`config.mk`:
```
export PLATFORM = sky130hd
export DESIGN_NAME = sipo_deserializer
export DESIGN_NICKNAME = d
export VERILOG_FILES = /design/src/rtl/deser_pkg.sv /design/src/rtl/deser_out_reg.sv /design/src/rtl/sipo_deserializer.sv
export SDC_FILE = /design/constraint.sdc
export NUM_CORES = 1
export LEC_CHECK = 0
export ABC_AREA = 1
export CORE_AREA = 2 2 39 41
export CTS_BUF_LIST = sky130_fd_sc_hd__clkbuf_4 sky130_fd_sc_hd__clkbuf_8
export DETAILED_ROUTE_END_ITERATION = 10
export DIE_AREA = 0 0 41 43
export GPL_TIMING_DRIVEN = 0
export HOLD_SLACK_MARGIN = 0.05
export PLACE_DENSITY_LB_ADDON = 0.25
export SYNTH_ARGS = -nofsm -noshare
export SYNTH_HDL_FRONTEND = slang
export SYNTH_SLANG_ARGS = --single-unit
```
`constraint.sdc`:
```
create_clock -name clk -period 1.6 [get_ports clk]
set_input_delay 0.16 -clock clk [delete_from_list [all_inputs] [get_ports clk]]
set_output_delay 0.16 -clock clk [all_outputs]
set_load 0.05 [all_outputs]
```
`src/rtl/deser_pkg.sv`:
```
// deser_pkg: shared definitions for the SIPO deserializer.
//   - FSM state encodings (IDLE/SHIFT/PARITY) and the state enum built on them
//   - cnt_w(): bit-counter width needed to count 0..width
//   - even_par(): XOR reduction; 1 means an odd number of ones (even-parity error)
// Optional feature macro used by the design files: DESER_PARITY_EN.
package deser_pkg;

  localparam logic [1:0] IDLE   = 2'd0;
  localparam logic [1:0] SHIFT  = 2'd1;
  localparam logic [1:0] PARITY = 2'd2;

  typedef enum logic [1:0] {
    S_IDLE   = IDLE,
    S_SHIFT  = SHIFT,
    S_PARITY = PARITY
  } state_e;

  function automatic int cnt_w(input int width);
    return $clog2(width + 1);
  endfunction

  // Word and parity bit are zero-extended by the caller; zeros do not
  // change the XOR, so one 64-bit version serves every WIDTH.
  function automatic logic even_par(input logic [63:0] bits);
    return ^bits;
  endfunction

endpackage

```
`src/rtl/deser_out_reg.sv`:
```
// deser_out_reg: valid/ready holding register for assembled words.
//   Loads a completed word when empty or being drained on the same edge;
//   otherwise drops it and pulses overrun for one cycle.
// Ports:
//   clk, rst     clock, asynchronous active-high reset
//   load_i       a word completed on this edge
//   word_i       the completed word
//   par_i        parity result to register alongside the word
//   ready_i      consumer accepts data_o when valid_o is high
//   data_o       held word (stable while valid_o && !ready_i)
//   valid_o      data_o holds an unconsumed word
//   par_err_o    parity result registered with data_o
//   overrun_o    1-cycle pulse: completed word dropped
// Configuration macro DESER_PARITY_EN only affects what drives par_i.
module deser_out_reg #(
  parameter int WIDTH = 4
) (
  input  logic             clk,
  input  logic             rst,
  input  logic             load_i,
  input  logic [WIDTH-1:0] word_i,
  input  logic             par_i,
  input  logic             ready_i,
  output logic [WIDTH-1:0] data_o,
  output logic             valid_o,
  output logic             par_err_o,
  output logic             overrun_o
);

  logic [WIDTH-1:0] data_q,    data_d;
  logic             valid_q,   valid_d;
  logic             par_q,     par_d;
  logic             overrun_q, overrun_d;

  always_comb begin
    data_d    = data_q;
    valid_d   = valid_q;
    par_d     = par_q;
    overrun_d = 1'b0;
    if (load_i) begin
      // A drain on the same edge frees the slot for the new word.
      if (!valid_q || ready_i) begin
        data_d  = word_i;
        valid_d = 1'b1;
        par_d   = par_i;
      end else begin
        overrun_d = 1'b1;
      end
    end else if (valid_q && ready_i) begin
      valid_d = 1'b0;
    end
  end

  always_ff @(posedge clk or posedge rst) begin
    if (rst) begin
      data_q    <= '0;
      valid_q   <= 1'b0;
      par_q     <= 1'b0;
      overrun_q <= 1'b0;
    end else begin
      data_q    <= data_d;
      valid_q   <= valid_d;
      par_q     <= par_d;
      overrun_q <= overrun_d;
    end
  end

  assign data_o    = data_q;
  assign valid_o   = valid_q;
  assign par_err_o = par_q;
  assign overrun_o = overrun_q;

endmodule

```
`src/rtl/sipo_deserializer.sv`:
```
// sipo_deserializer: serial-in, parallel-out receiver for a framed bit stream.
//   Bits arrive MSB first; s_start marks the first bit of each word. The serial
//   side is never stalled: a word that completes while the output register is
//   still full is dropped and flagged with overrun.
// Ports:
//   clk, rst   clock, asynchronous active-high reset
//   s_in       serial data bit, sampled when s_valid is high
//   s_valid    bit qualifier; low is a line gap (state held)
//   s_start    marks the MSB of a word (qualified by s_valid)
//   p_out      assembled word, p_valid/p_ready handshake
//   p_valid    p_out holds an unconsumed word
//   p_ready    consumer takes the word when p_valid && p_ready
//   overrun    1-cycle pulse: completed word dropped (output full)
//   frame_err  1-cycle pulse: s_start arrived mid-word
//   par_err    parity result registered with p_out
// Configuration: define DESER_PARITY_EN to expect one even-parity bit after
//   every WIDTH data bits; otherwise words complete on the WIDTH-th bit and
//   par_err is 0.
module sipo_deserializer
  import deser_pkg::*;
#(
  parameter int WIDTH = 4
) (
  input  logic             clk,
  input  logic             rst,
  input  logic             s_in,
  input  logic             s_valid,
  input  logic             s_start,
  output logic [WIDTH-1:0] p_out,
  output logic             p_valid,
  input  logic             p_ready,
  output logic             overrun,
  output logic             frame_err,
  output logic             par_err
);

  localparam int CW = cnt_w(WIDTH);

  // With parity the full word must be held while the parity bit arrives;
  // without it the last data bit goes straight to the output register.
`ifdef DESER_PARITY_EN
  localparam int SR_W = WIDTH;
`else
  localparam int SR_W = WIDTH - 1;
`endif

  state_e          state_q;
  logic [CW-1:0]   cnt_q;
  logic [SR_W-1:0] sr_q;
  logic            frame_err_q;

  logic [SR_W-1:0]  sr_d;
  logic             last_data;
  logic             complete;
  logic [WIDTH-1:0] word;
  logic             word_par;

  // Truncating cast keeps the newest SR_W bits after shifting s_in in.
  assign sr_d      = SR_W'({sr_q, s_in});
  assign last_data = (cnt_q == CW'(WIDTH - 1));

  always_comb begin
`ifdef DESER_PARITY_EN
    complete = s_valid && !s_start && (state_q == S_PARITY);
    word     = sr_q;
    word_par = even_par(64'({sr_q, s_in}));
`else
    complete = s_valid && !s_start && (state_q == S_SHIFT) && last_data;
    word     = {sr_q, s_in};
    word_par = 1'b0;
`endif
  end

  always_ff @(posedge clk or posedge rst) begin
    if (rst) begin
      state_q     <= S_IDLE;
      cnt_q       <= '0;
      sr_q        <= '0;
      frame_err_q <= 1'b0;
    end else begin
      frame_err_q <= 1'b0;
      if (s_valid) begin
        case (state_q)
          S_IDLE: begin
            // Bits without a start marker are noise between frames.
            if (s_start) begin
              sr_q    <= sr_d;
              cnt_q   <= CW'(1);
              state_q <= S_SHIFT;
            end
          end
          S_SHIFT: begin
            sr_q <= sr_d;
            if (s_start) begin
              frame_err_q <= 1'b1;
              cnt_q       <= CW'(1);
            end else if (last_data) begin
              cnt_q <= '0;
`ifdef DESER_PARITY_EN
              state_q <= S_PARITY;
`else
              state_q <= S_IDLE;
`endif
            end else begin
              cnt_q <= cnt_q + CW'(1);
            end
          end
          S_PARITY: begin
            if (s_start) begin
              frame_err_q <= 1'b1;
              sr_q        <= sr_d;
              cnt_q       <= CW'(1);
              state_q     <= S_SHIFT;
            end else begin
              // Parity bit is consumed by the output register, not shifted.
              state_q <= S_IDLE;
            end
          end
          default: begin
            state_q <= S_IDLE;
            cnt_q   <= '0;
          end
        endcase
      end
    end
  end

  deser_out_reg #(
    .WIDTH (WIDTH)
  ) u_out (
    .clk       (clk),
    .rst       (rst),
    .load_i    (complete),
    .word_i    (word),
    .par_i     (word_par),
    .ready_i   (p_ready),
    .data_o    (p_out),
    .valid_o   (p_valid),
    .par_err_o (par_err),
    .overrun_o (overrun)
  );

  assign frame_err = frame_err_q;

endmodule

```
==> flow_summary.yaml, run 1 <==
critical_path:
  path_class: "flip-flop to primary output"
  timing.critical_path.buf_inv: 1
  cp.arrival_ps: 1150
  cp_slowest_cell: "dlygate4sd2_1"
  start_kind: "flip-flop"
  cp.required_ps: 1440
  crit_fanout: 2
  cp-end-kind: "primary output"
  path_cells: "dlygate4sd2_1"
  critPathMaxStageDelay_ps: 530
  crit_family: "buffers and inverters"
sta:
  final.period_utilization: 0.821
  grt_setup_unrepaired: "false"
  slew-limit-headroom: 0.658
  setup_tns_ps: 0
  hold_violations: 0
  worst_pin_slew_ps: 513
  fmax_mhz: 761
  clock_skew_ps: 4.17
  slew_violations: 0
  setup_viol: 0
  min_period_ps: 1310
grt:
  grt_pass1_wl_um: 1710
  track_usage: 0.153
  grt-ovfl-total: 0
  antenna_found_initial: 0
  first_global_vias: 405
  grt_max_degree: 15
hold_path:
  hp-class: "input port to asynchronous set/reset pin"
layout:
  drive_gt1_frac: 0.133
  syn_to_final_growth_pct: 29.8
  final_nets: 91
  fin_cells: 99
  fillers: 134
  n_antenna_cell: 0
synthesis:
  synthFlopType: "dfrtp_1"
  synth_seq_cells: 14
  synth_area_per_cell_um2: 9.15
  async_flop_share: 1.00
  ys_warn_count: 0
  seq_area_frac_synth: 0.571
  mappedNetlistNets: 74
  syn-instance-count: 67
  yosysTopAreaCellShare: 0.571
  synth_edf_count: 0
  synthTopCellsByCount: "nand2_1 (24), dfrtp_1 (14), inv_1 (9)"
  synth_cell_types: 16
  synth_most_common_cell: "nand2_1"
  synth_top_area_cell: "dfrtp_1"
  synth_area_leaders: "dfrtp_1 (57%), nand2_1 (15%), inv_1 (5.5%), nand4_1 (5.1%), nor2_4 (3.7%)"
  syn_area_um2: 613
route:
  wl_met3_um: 44
  vias_per_cell: 4.58
  top_layer: "met4"
  dr.pass1.iters: 2
  ant_nets: 0
  via_count: 453
  met2_length_um: 475
  routed_wl_um: 1030
  drc_errors: 0
  initialDrtViolationCount: 4
  drt-met1-wl_um: 468
  wire_per_inst_um: 10.4
power:
  total_leakage_power_nw: 0.475
  powerDensity_nw_per_um2: 1640
  ir_drop_mv: 0.788
cts:
  path_clk_slew_ps: 80
  post_cts_buffers: 0
  clock-root-buffer: "clkbuf_4"
  cts_buffers: 3
  clk_latency_ps: 280
  cts.sinks: 14
  holdBufCountCts: 0
  clk_path_buf_depth: 2
  cts_tree: "built"
  cts_max_level: 1
  cts_resized: 3
place:
  dp_cells: 95
  place_congestion: 0.732
  port_buffers: 12
  dp.final_hpwl_um: 782
floorplanning:
  rows: 14
  start_util: 0.443
  core_um2: 1380
  io_pins: 14
  die_w_um: 41
  die_y_um: 43
  dieArea_um2: 1760
run_status:
  outcome: "complete, no violations"
flow_run:
  cap_violations: 0
[per-stage QoR]
stage | utilization | worst slack, ps | instance area [um2] | total power [mW] | hold slack, ps
floorplan | - | 450 | 613 | 0.920 | 49.2
global placement | 0.544 | 264 | 753 | 1.07 | 454
detailed placement | 0.544 | 249 | 753 | 1.09 | 459
CTS | 0.568 | 1.86 | 786 | 1.32 | 229
global route | 0.575 | 226 | 796 | 1.39 | 296
finish | 0.575 | 286 | 796 | 1.30 | 204
[cells by family after synthesis]
logic type / after synthesis / synth area share
simple gates: 37 / 0.292
flops: 14 / 0.571
buf+inv: 10 / 0.0673
compound gates: 4 / 0.0428
fa+ha+maj: 1 / 0.0204
other cells: 1 / 0.00612
[power breakdown]
part	internal [mW]	leakage, nW	total [mW]	switching, mW
Clock	0.138	0.0210	0.250	0.112
Sequential	0.465	0.178	0.526	0.0610
Combinational	0.161	0.276	0.526	0.365
Total	0.765	0.475	1.30	0.538
[area by class of cell]
| cell class | count | area (um2) | area share |
|---|---|---|---|
| timing repair buffer | 12 | 126 | 0.159 |
| clock buffer | 4 | 36.3 | 0.0456 |
| inverter | 9 | 33.8 | 0.0425 |
| buffer | 1 | 7.51 | 0.00943 |
| multi-input combinational | 43 | 221 | 0.278 |
| tap | 16 | 20.0 | 0.0252 |
| sequential | 14 | 350 | 0.440 |
[metal layers]
metal	GRT usage	vias up
li1	-	241
met1	0.184	199
met2	0.216	9
met3	0.0314	4
met4	0.140	0
met5	0	-
[sequential cells by signal (all words and copies together), names as in the netlist]
register / flops
frame_err: 1
state_q: 1
u_out.valid_o: 1
cnt_q: 3
sr_q: 3
u_out.overrun_o: 1
u_out.data_o: 4
[path summary, 6_finish.rpt]
path                                             startpoint                          end  slack (ps)  cells past startpoint
min in group clk                u_out.data_o[1]$_DFFE_PP0P_  u_out.data_o[1]$_DFFE_PP0P_         470                      2
worst max register to register         cnt_q[0]$_DFFE_PP0P_  u_out.data_o[3]$_DFFE_PP0P_         430                      6
worst max-delay path              u_out.valid_o$_DFFE_PP0P_                      p_valid         290                      1
worst min register to register  u_out.data_o[1]$_DFFE_PP0P_  u_out.data_o[1]$_DFFE_PP0P_         470                      2
worst min-delay path                                    rst    u_out.overrun_o$_DFF_PP0_         200                      2
max in group asynchronous                               rst         cnt_q[0]$_DFFE_PP0P_        1050                      2
[placed cells by master (no fill, tap or decap), types with 3 or more instances in the layout]
| master | instances |
|---|---|
| inv_1 | 9 |
| dfrtp_1 | 14 |
| clkdlybuf4s50_1 | 5 |
| clkbuf_4 | 3 |
| dlymetal6s2s_1 | 4 |
| nand2_1 | 24 |
| nand4_1 | 5 |
| dlygate4sd2_1 | 3 |
Power figures use the tool's default switching activity.
==> run 2, diff against run 1 <==
CORE_AREA = unset   (was 2 2 39 41)
CORE_UTILIZATION = 45   (was unset)
DIE_AREA = unset   (was 0 0 41 43)
clock period = 1.2 ns   (was 1.6 ns; I/O delays follow)
==> run 2 against run 1 <==
Compared with the run above: total power is 37% higher; global-route usage grew 1.3 points; non-clock buffer count grew 1; routed wire length rose by 2.1%; final cell count fell by 2.0%; hold slack got worse by 25 ps; largest cell class unchanged.
==> flow_summary.yaml, run 2 (same netlist as run 1, synthesis figures left out) <==
route:
  dr.pass1.iters: 3
  via_count: 478
  drc_errors: 0
  met2_length_um: 534
  drt-met1-wl_um: 444
  vias_per_cell: 4.93
  wl_met3_um: 66
  wire_per_inst_um: 10.9
  top_layer: "met4"
  ant_nets: 0
  initialDrtViolationCount: 6
  routed_wl_um: 1050
grt:
  antenna_found_initial: 0
  grt_pass1_wl_um: 1590
  first_global_vias: 404
  grt-ovfl-total: 0
  track_usage: 0.166
  grt_max_degree: 15
layout:
  largest_reg_flops: 4
  syn_to_final_growth_pct: 34.7
  layout_commonest_cell: "nand2_1"
  fillers: 87
  fin_util: 0.696
  final_cell_mix: "nand2_1 (19), dfrtp_1 (14), inv_1 (8)"
  drive_gt1_frac: 0.301
  final_nets: 92
  design_area_um2: 826
  n_antenna_cell: 0
critical_path:
  cp-end-kind: "flip-flop"
  regToRegSetupSlack_ps: 60
  cp.arrival_ps: 1300
  start_kind: "flip-flop"
  path_class: "flip-flop to flip-flop"
  crit_fanout: 5
  cp.required_ps: 1350
sta:
  final.period_utilization: 0.952
  grt_setup_unrepaired: "true"
  setup_slack_ps: 57.2
  fmax_mhz: 875
  clock_skew_ps: 0.499
  min_period_ps: 1140
  hold_violations: 0
  slew_violations: 0
  setup_viol: 0
  slew-limit-headroom: 0.663
  worst_pin_slew_ps: 506
  holdWs_ps: 179
floorplanning:
  die_y_um: 38.9
  core_um2: 1190
  rows: 12
  start_util: 0.517
  io_pins: 14
  dieArea_um2: 1510
  die_w_um: 38.9
place:
  place_area_um2: 751
  dp.final_hpwl_um: 785
  port_buffers: 12
  place_congestion: 0.794
  place_ws_ps: -86.0
hold_path:
  hp-class: "input port to asynchronous set/reset pin"
flow_run:
  cap_violations: 0
cts:
  cts.sinks: 14
  clk_latency_ps: 260
  clk_path_buf_depth: 2
  path_clk_slew_ps: 70
  cts_buffers: 3
  clock-root-buffer: "clkbuf_4"
  cts_max_level: 1
  cts_tree: "built"
  holdBufCountCts: 0
power:
  total_leakage_power_nw: 0.402
  powerDensity_nw_per_um2: 2160
  ir_drop_mv: 1.23
run_status:
  outcome: "complete, no violations"
[run 2: path summary, 6_finish.rpt]
kind	endpoint	cells past startpoint	start
min reg2reg	sr_q[2]$_DFFE_PP0P_	2	sr_q[2]$_DFFE_PP0P_
min in group clk	sr_q[0]$_DFFE_PP0P_	3	s_in
min	state_q[0]$_DFFE_PP0P_	2	rst
max reg2reg	u_out.data_o[2]$_DFFE_PP0P_	6	cnt_q[1]$_DFFE_PP0P_
max in group asynchronous	cnt_q[2]$_DFFE_PP0P_	2	rst
max	u_out.data_o[2]$_DFFE_PP0P_	6	cnt_q[1]$_DFFE_PP0P_
[run 2: final cells by class]
class | instances | area [um2] | share of cell area
Tap cell | 14 | 17.5 | 0.0212
Sequential cell | 14 | 350 | 0.424
Clock buffer | 3 | 22.5 | 0.0273
Buffer | 1 | 7.51 | 0.00909
Inverter | 9 | 33.8 | 0.0409
Timing Repair Buffer | 13 | 140 | 0.170
Multi-Input combinational cell | 43 | 254 | 0.308
[run 2: power by group]
| part | leakage (nW) | switching (mW) | internal, mW | total (mW) |
|---|---|---|---|---|
| Combinational | 0.209 | 0.523 | 0.291 | 0.815 |
| Clock | 0.0138 | 0.121 | 0.116 | 0.237 |
| Sequential | 0.178 | 0.110 | 0.622 | 0.732 |
[run 2: timing repair]
| item | CTS | global route |
|---|---|---|
| pin swaps | 0 | 5 |
| setup endpoints to repair | 7 | 5 |
| endpoints found under the hold margin | 0 | 0 |
| buffers inserted | 0 | 1 |
| gates resized for setup | 21 | 10 |
[run 2: metal layers]
metal,global-route usage,up-vias
met1,0.194,222
li1,-,243
met5,0,-
met2,0.263,11
met3,0.0867,2
met4,0.0517,0
[run 2: critical path, stage by stage, from the launching register on]
cell     delay, ps
dfrtp_1        390
ha_4           160
inv_2           40
nor2_4         180
nand3_4        130
nand2_2         80
nand2_1         60
[run 2: stage by stage]
stage	std cells	total power [mW]	TNS, ps
finish	97	1.78	0
global placement	93	1.44	-648
detailed placement	93	1.46	-751
global route	97	1.91	-63.2
floorplan	67	1.23	0
CTS	96	1.68	0
==> run 3, diff against run 2 <==
ABC_AREA = unset   (was 1)
CORE_UTILIZATION = 44   (was 45)
==> run 3 against run 2 <==
Compared with the run above: the flow now finishes with violations (negative setup slack); hold slack got worse by 12 ps; flip-flop and latch count is the same; clock skew increased by 1.6 ps; sequential share of layout area fell by 1.3 points; largest power group unchanged; die area decreased by 1.4%; fmax shrank 20%; routed wire length shrank 0.47%; register-to-register slack worse by 290 ps.
==> flow_summary.yaml, run 3 <==
floorplanning:
  core_um2: 1170
  rows: 12
  start_util: 0.504
  die_w_um: 38.6
  die_y_um: 38.6
  io_pins: 14
  dieArea_um2: 1490
cts:
  clock-root-buffer: "clkbuf_4"
  cts_tree: "built"
  cts_max_level: 1
  cts_buffers: 3
  cts.sinks: 14
  path_clk_slew_ps: 80
  clk_latency_ps: 280
  clk_path_buf_depth: 2
synthesis:
  synth_cell_types: 21
  synth_area_per_cell_um2: 13.1
  synth_most_common_cell: "dfrtp_1"
  syn-instance-count: 45
  mappedNetlistNets: 52
  seq_area_frac_synth: 0.593
  synth_seq_cells: 14
  async_flop_share: 1.00
  synth_top_area_cell: "dfrtp_1"
  synth_edf_count: 0
  ys_warn_count: 0
  yosysTopAreaCellShare: 0.593
  synth_area_leaders: "dfrtp_1 (59%), mux2_2 (13%), nor4b_4 (4.0%), ha_1 (2.1%), nand2b_1 (2.1%)"
  syn_area_um2: 591
  synthFlopType: "dfrtp_1"
  synthTopCellsByCount: "dfrtp_1 (14), mux2_2 (7), nor2_1 (3)"
route:
  dr.pass1.iters: 4
  wire_per_inst_um: 13.1
  ant_nets: 0
  routed_wl_um: 1050
  initialDrtViolationCount: 9
  vias_per_cell: 5.19
  via_count: 415
  drc_errors: 0
run_status:
  outcome: "complete, but fails checks"
  violations: "negative setup slack"
power:
  clockPowerShare: 0.166
  powerDensity_nw_per_um2: 2140
  p_sw_mw: 0.696
  ir_drop_mv: 1.18
  power_frac_comb: 0.452
  p_sw_frac: 0.379
  seqPwrFrac: 0.382
  p_int_mw: 1.14
  total_leakage_power_nw: 0.395
place:
  place_ws_ps: -597
  place_area_um2: 733
  port_buffers: 11
  dp.final_hpwl_um: 637
  dp_cells: 70
  place_congestion: 0.723
layout:
  n_antenna_cell: 0
  fin_util: 0.733
  regArea_um2: 353
  layout_commonest_cell: "dfrtp_1"
  final_cell_mix: "dfrtp_1 (12), clkdlybuf4s15_2 (7), buf_4 (5)"
  multi_input_area_um2: 267
  syn_to_final_growth_pct: 45.3
  design_area_um2: 858
  largest_reg_flops: 4
  fillers: 85
  fin_cells: 80
  final_nets: 74
  drive_gt1_frac: 0.500
critical_path:
  cp_slowest_cell: "dfrtp_1"
  r2r_end: "u_out.data_o[0]$_DFFE_PP0P_"
  start_kind: "flip-flop"
  crit_fanout: 4
  critPathMaxStageDelay_ps: 420
  path_class: "flip-flop to flip-flop"
  cp.required_ps: 1370
  regToRegSetupSlack_ps: -230
  cp.arrival_ps: 1600
  cp-end-kind: "flip-flop"
  crit_family: "flip-flops"
  path_cells: "ha_4 -> nand2b_4 -> nor4b_4 -> buf_6 -> mux2_4"
  timing.critical_path.buf_inv: 1
  rr_startpoint: "cnt_q[0]$_DFFE_PP0P_"
  r2r_cells: 5
sta:
  clock_skew_ps: 2.15
  worst_pin_slew_ps: 529
  setup_slack_ps: -229
  hold_violations: 0
  setup_tns_ps: -1740
  slew_violations: 0
  grt_setup_unrepaired: "true"
  min_period_ps: 1430
  setup_viol: 11
  final.period_utilization: 1.19
  slew-limit-headroom: 0.647
  fmax_mhz: 700
grt:
  first_global_vias: 363
  track_usage: 0.167
  grt-ovfl-total: 0
  grt_pass1_wl_um: 1610
  antenna_found_initial: 0
  grt_max_degree: 15
hold_path:
  hp-class: "input port to asynchronous set/reset pin"
flow_run:
  cap_violations: 0
[run 3: cell types whose count changed in the layout (fill, tap and decap cells not counted), moves of 2 or more]
cell	delta
buf_4	+4
dfrtp_1	-2
dfrtp_2	+2
inv_1	-6
mux2_2	+3
mux2_4	+4
nand2_1	-18
nand2_2	-6
nand4_1	-5
nor2_4	-2
[run 3: kinds of logic after synthesis]
logic type | synth area share
and+or+nand+nor | 0.123
muxes | 0.133
adders and majority gates | 0.0212
DFF | 0.593
AOI/OAI and AO/OA | 0.0890
buffers and inverters | 0.0339
other | 0.00635
[run 3: area by class of cell]
cell class              count  share of cell area
well taps                  14              0.0204
repair buffers             17               0.200
multi-input cells          27               0.310
plain buffers               2              0.0146
inverters                   2             0.00875
clock buffers               4              0.0350
flip-flops and latches     14               0.411
[run 3: per-stage QoR]
step                total power [mW]  hold WS (ps)
floorplan                       1.19          9.15
global placement                1.39           483
detailed placement              1.41           487
CTS                             1.77           186
global route                    1.94           214
finish                          1.84           167
[run 3: what timing repair did]
item,in CTS,in global routing
hold endpoints to repair,0,0
gates resized for setup,25,6
pin swaps,2,4
setup buffers,3,3
hold buffers,0,0
setup endpoints to repair,15,11
[run 3: how the worst max path moves through the flow]
stage | from | endpoint | slack [ps] | depth (start not counted)
after detailed placement | s_valid | u_out.data_o[0]$_DFFE_PP0P_ | -600 | 4
after CTS | cnt_q[0]$_DFFE_PP0P_ | u_out.data_o[0]$_DFFE_PP0P_ | -280 | 5
after floorplan | u_out.valid_o$_DFFE_PP0P_ | u_out.data_o[0]$_DFFE_PP0P_ | -220 | 3
final | cnt_q[0]$_DFFE_PP0P_ | u_out.data_o[0]$_DFFE_PP0P_ | -230 | 5
after global routing | cnt_q[0]$_DFFE_PP0P_ | u_out.data_o[0]$_DFFE_PP0P_ | -270 | 5
after global placement | s_valid | u_out.data_o[2]$_DFFE_PP0P_ | -590 | 4
[run 3: power groups by stage]
stage | clock, mW | sequential [mW] | combinational [mW]
after floorplan | 0 | 0.949 | 0.243
after global placement | 0 | 0.691 | 0.700
after detailed placement | 0 | 0.695 | 0.712
after CTS | 0.311 | 0.699 | 0.764
after global routing | 0.329 | 0.720 | 0.887
final | 0.304 | 0.702 | 0.831
[run 3: worst reg2reg max path: cells and delay by family (launching register included)]
family                   cells  cell delay (ps)
adder cells (fa/ha/maj)      1              170
buffers and inverters        1              160
flip-flops                   1              420
multiplexers                 1              290
AND/OR/NAND/NOR              2              280
[run 3: per-layer routing]
metal | up-vias | share of wire | routed length (um) | global-route usage
li1 | 198 | - | - | -
met1 | 201 | 0.45 | 469 | 0.223
met2 | 14 | 0.48 | 502 | 0.242
met3 | 2 | 0.057 | 60 | 0.0578
met4 | 0 | 0.016 | 17 | 0.0776
met5 | - | 0 | 0 | 0
